$ cat src/rtl/double_to_sig_16b.sv
// double_to_sig_16b
// Output stage of the echo-cancellation datapath: converts an IEEE-754
// binary64 sample into a signed 16-bit PCM word using round-half-away-
// from-zero with saturation, in a 2-stage pipeline (1-cycle latency,
// one sample per cycle).
//
// Ports:
//   clk_operation           operation clock, rising edge
//   rst                     synchronous, active-high reset
//   sampling_cycle_counter  position in sampling period (reserved, unused)
//   enable                  accept `double` on this rising edge when 1
//   double                  binary64 input sample
//   sig16b                  registered two's-complement result
module double_to_sig_16b (
  input  logic        clk_operation,
  input  logic        rst,
  input  logic [12:0] sampling_cycle_counter,
  input  logic        enable,
  input  logic [63:0] double,
  output logic [15:0] sig16b
);

  typedef enum logic [1:0] {
    CLS_ZERO  = 2'd0,
    CLS_ROUND = 2'd1,
    CLS_SAT   = 2'd2
  } cls_t;

  logic        sign_in;
  logic [10:0] exp_in;
  logic [51:0] frac_in;

  assign sign_in = double[63];
  assign exp_in  = double[62:52];
  assign frac_in = double[51:0];

  // Reserved input, intentionally ignored.
  logic unused_scc;
  assign unused_scc = ^sampling_cycle_counter;

  // In the rounding range (1022 <= e <= 1037) the significand is shifted
  // right by 1074-e (>= 37), keeping the integer part plus one round bit.
  // The fixed part of that shift is done by taking m[52:37]; the remaining
  // 1037-e (0..15) equals 13-e[3:0] modulo 16 within this range.
  logic [15:0] sig_hi;
  logic [3:0]  rshift;
  cls_t        cls_d;
  logic [15:0] mag_d;

  assign sig_hi = {1'b1, frac_in[51:37]};
  assign rshift = 4'd13 - exp_in[3:0];

  always_comb begin
    cls_d = CLS_ZERO;
    mag_d = '0;
    if (exp_in == 11'h7FF) begin
      cls_d = (frac_in != '0) ? CLS_ZERO : CLS_SAT;
    end else if (exp_in < 11'd1022) begin
      cls_d = CLS_ZERO;
    end else if (exp_in >= 11'd1038) begin
      cls_d = CLS_SAT;
    end else begin
      cls_d = CLS_ROUND;
      mag_d = sig_hi >> rshift;
    end
  end

  // Stage 1 registers
  logic        s1_valid;
  cls_t        s1_cls;
  logic        s1_sign;
  logic [15:0] s1_mag;

  always_ff @(posedge clk_operation) begin
    if (rst) begin
      s1_valid <= 1'b0;
      s1_cls   <= CLS_ZERO;
      s1_sign  <= 1'b0;
      s1_mag   <= '0;
    end else if (enable) begin
      s1_valid <= 1'b1;
      s1_cls   <= cls_d;
      s1_sign  <= sign_in;
      s1_mag   <= mag_d;
    end else begin
      s1_valid <= 1'b0;
    end
  end

  // Stage 2: round, saturate, negate
  logic [15:0] mag_rnd;
  logic [15:0] result;

  // s1_mag holds {integer[14:0], round_bit}; the sum tops out at 32768.
  assign mag_rnd = {1'b0, s1_mag[15:1]} + {15'd0, s1_mag[0]};

  always_comb begin
    result = '0;
    case (s1_cls)
      CLS_SAT:   result = s1_sign ? 16'h8000 : 16'h7FFF;
      CLS_ROUND: begin
        if (!s1_sign && (mag_rnd > 16'd32767))
          result = 16'h7FFF;
        else if (s1_sign && (mag_rnd > 16'd32768))
          result = 16'h8000;
        else
          result = s1_sign ? (16'd0 - mag_rnd) : mag_rnd;
      end
      default:   result = '0;
    endcase
  end

  always_ff @(posedge clk_operation) begin
    if (rst)
      sig16b <= '0;
    else if (s1_valid)
      sig16b <= result;
  end

endmodule

$ cat config.mk
export PLATFORM = sky130hd
export DESIGN_NAME = double_to_sig_16b
export DESIGN_NICKNAME = d
export VERILOG_FILES = /design/src/rtl/double_to_sig_16b.sv
export SDC_FILE = /design/constraint.sdc
export NUM_CORES = 1
export LEC_CHECK = 0
export ABC_CLOCK_PERIOD_IN_PS = 5600
export CORE_MARGIN = 2
export CORE_UTILIZATION = 52
export CTS_CLUSTER_DIAMETER = 80
export DETAILED_ROUTE_END_ITERATION = 7
export GPL_ROUTABILITY_DRIVEN = 0
export PLACE_DENSITY = 0.92
export SYNTH_ARGS = -nofsm -noshare
export SYNTH_HDL_FRONTEND = slang
export SYNTH_SLANG_ARGS = --single-unit
$ cat constraint.sdc
create_clock -name clk_operation -period 5.6 [get_ports clk_operation]
set_input_delay 0.56 -clock clk_operation [delete_from_list [all_inputs] [get_ports clk_operation]]
set_output_delay 0.56 -clock clk_operation [all_outputs]
set_load 0.02 [all_outputs]
==> run_results.csv <==
group,metric,value,unit
outcome,status,"finished, final reports clean",
timing,slew_headroom,0.341,
finish,drive_gt1_frac,0.0675,
global_routing,gr-total-overflow,0,
timing,hold_viol_final,0,
finish,final_common_cell,"clkdlybuf4s50_1",
route,wl_per_cell,17.0,um
route,viasPerCell,6.51,
worst_setup_path,criticalPathCategory,"register to register",
worst_hold_path,hold_class,"register to register",
worst_setup_path,crit_slowest_cell,"o31ai_4",
finish,fin_nets,560,
worst_setup_path,critPathArrivalTime,3.71,ns
logic_synthesis,ys_warn_count,0,
route,dr.pass1.iters,6,
power_and_ir_drop,power_density,156,nW/um^2
timing,fin_ws,2.10,ns
timing,maxSlewViolCount,0,
global_routing,track_usage,0.280,
worst_setup_path,cpPeakStageDelay,0.52,ns
logic_synthesis,synthFlopType,"dfxtp_1",
cts,cts-root-buf,"clkbuf_8",
timing,setup_viol,0,
cts,cts.reportedPaths.clkPinSlew,0.08,ns
finish,final_cell_mix,"82 x clkdlybuf4s50_1, 41 x nand2_1, 38 x nor2_1, 36 x dfxtp_1, 30 x a21oi_1",
logic_synthesis,netlist.area_leader.share,0.226,
cts,ctsResizeCount,0,
logic_synthesis,yosysSeqAreaShare,0.226,
route,drt_iter0_drc,310,
cts,cts_hold_buffers,0,
cts,htreeDepth,2,
cts,insertion_delay,0.30,ns
timing,rsz0062_at_grt,"no",
timing,max_freq,286,MHz
timing,fin_crit_sh,0.625,
logic_synthesis,synth.cell_area,3190,um^2
floorplan,die_w,82.3,um
global_routing,antenna_found_initial,0,
worst_setup_path,cp_max_fo,12,
logic_synthesis,netlist_top_cells_area,"dfxtp_1 23%, mux2i_1 6.0%, xnor2_1 5.2%, nand2_1 4.8%, a21oi_1 4.7%",
timing,tns,0,ns
global_routing,grt_pass1_wl,14800,um
timing,clock_skew,0.00961,ns
route,drt-total-wl,9310,um
worst_setup_path,cp_cell_sequence,"ha_1 > ha_1 > nand3_1 > or3_1 > xor2_2 > nand3_2 > o31ai_4 > nand3_2 > o41ai_2",
worst_setup_path,worstSetupEndpointType,"register",
logic_synthesis,ys_ff_latch,36,
floorplan,initial_core_util,0.539,
worst_setup_path,reg2reg_setup_slack,2.10,ns
worst_setup_path,crit_buf_inv,0,
flow_run,timing.max_cap.violations,0,
logic_synthesis,yosys.area.top_type,"dfxtp_1",
power_and_ir_drop,peakVddDrop,0.104,mV
floorplan,coreArea,5920,um^2
worst_setup_path,required,5.81,ns
logic_synthesis,syn_inst,416,
place,port_buffers,82,
finish,syn_to_final_growth,27.3,%
logic_synthesis,yosysUniqueCellTypes,57,
cts,ctsLongestPathBuffers,2,
worst_setup_path,critical_path.top_delay_family,"simple AND/OR/NAND/NOR gates",
cts,tritoncts,"yes",
worst_setup_path,critPathLaunchType,"register",
logic_synthesis,synthArstFlopShare,0,
logic_synthesis,synth_edf_count,0,
logic_synthesis,synth_area_per_cell,7.67,um^2
floorplan,fp.dieArea,6780,um^2
power_and_ir_drop,leakagePower,1.43,nW
floorplan,rows,28,
route,drc_errors,0,
cts,cts_sinks,36,
global_routing,grt_pass1_vias,3255,
logic_synthesis,syn_nets,503,
place,place_ws,2.14,ns
route,drtAntennaViolNets,0,
floorplan,ioPinCount,96,
floorplan,die_h,82.3,um
finish,n_antenna_cell,0,
timing,period_minus_slack,3.50,ns
cts,numCtsBuffers,5,
route,vias,3574,
cts,post_cts_buffers,0,
global_routing,grt_max_degree,25,
timing,worst_pin_slew,0.989,ns
place,hpwl,7170,um
## worst paths after layout
path	startpoint	end	depth (start not counted)
max	s1_mag[0]$_SDFFE_PP0P_	sig16b[13]$_SDFFE_PP0P_	9
min	s1_mag[1]$_SDFFE_PP0P_	s1_mag[1]$_SDFFE_PP0P_	2
max reg2reg	s1_mag[0]$_SDFFE_PP0P_	sig16b[13]$_SDFFE_PP0P_	9
min reg2reg	s1_mag[1]$_SDFFE_PP0P_	s1_mag[1]$_SDFFE_PP0P_	2
## registers in the layout (all words and copies together) (netlist names)
register,flops
s1_mag,16
s1_valid,1
sig16b,16
s1_sign,1
s1_cls,2
## synthesized netlist by cell type (4+ instances only)
library cell,count
a22oi_1,11
a21oi_1,30
xor2_1,4
ha_1,7
o21ai_0,23
nor2_1,38
nand2_1,41
nor4_1,20
dfxtp_1,36
a31oi_1,5
o211ai_1,8
mux2i_1,19
a22o_1,4
buf_1,6
nand4_1,9
inv_1,11
xnor2_1,19
mux4_2,4
clkbuf_1,16
or3_1,5
and3_1,6
nand3_1,15
o31ai_1,4
mux2_2,6
buf_2,7
nand3_2,4
and2_1,4
nor3_1,9
## worst min-delay path: cells and delay by family (launching register included)
| family | cells | cell delay [ns] |
|---|---|---|
| DFF | 1 | 0.32 |
| and+or+nand+nor | 1 | 0.06 |
| AOI/OAI and AO/OA | 1 | 0.06 |
## stage by stage
step | cell area (um^2) | hold slack, ns | utilization | cells | power [W]
finish | 4060 | 0.484 | 0.686 | 549 | 0.000633
global route | 4060 | 0.521 | 0.686 | 549 | 0.000658
CTS | 4060 | 0.472 | 0.686 | 549 | 0.000632
detailed placement | 3970 | 0.460 | 0.670 | 541 | 0.000434
global placement | 3970 | 0.457 | 0.670 | 541 | 0.000430
floorplan | 3190 | 0.445 | - | 416 | 0.000356
## routing by layer
metal | global-route usage | vias to the layer above | share of wire
met3 | 0.0457 | 51 | 0.065
li1 | - | 1664 | -
met2 | 0.495 | 205 | 0.49
met4 | 0.168 | 0 | 0.057
met1 | 0.312 | 1654 | 0.39
met5 | 0 | - | 0
## cells by family (layout without fill, tap and decap cells)
group	Yosys count	count (layout)	synth area share
DFF	36	36	0.226
and+or+nand+nor	166	166	0.273
buffers and inverters	43	101	0.0569
xor gates and xnor gates	24	24	0.0682
adders and majority gates	7	7	0.0274
AOI/OAI and AO/OA	111	111	0.240
muxes	29	29	0.109
## area by class of cell
cell class,instances,area (um^2)
clock buffers,6,82.6
clock inverters,2,13.8
fillers,457,1860
inverters,11,41.3
multi-input cells,337,2290
flip-flops and latches,36,721
well taps,75,93.8
repair buffers,82,821
## power breakdown
group | switching (W) | leakage (nW) | internal (W)
combinational | 0.0000751 | 1.09 | 0.0000857
sequential | 0.00000763 | 0.292 | 0.000262
clock | 0.000102 | 0.0516 | 0.000101
total | 0.000185 | 1.43 | 0.000448
(Power assumes the default switching activity.)
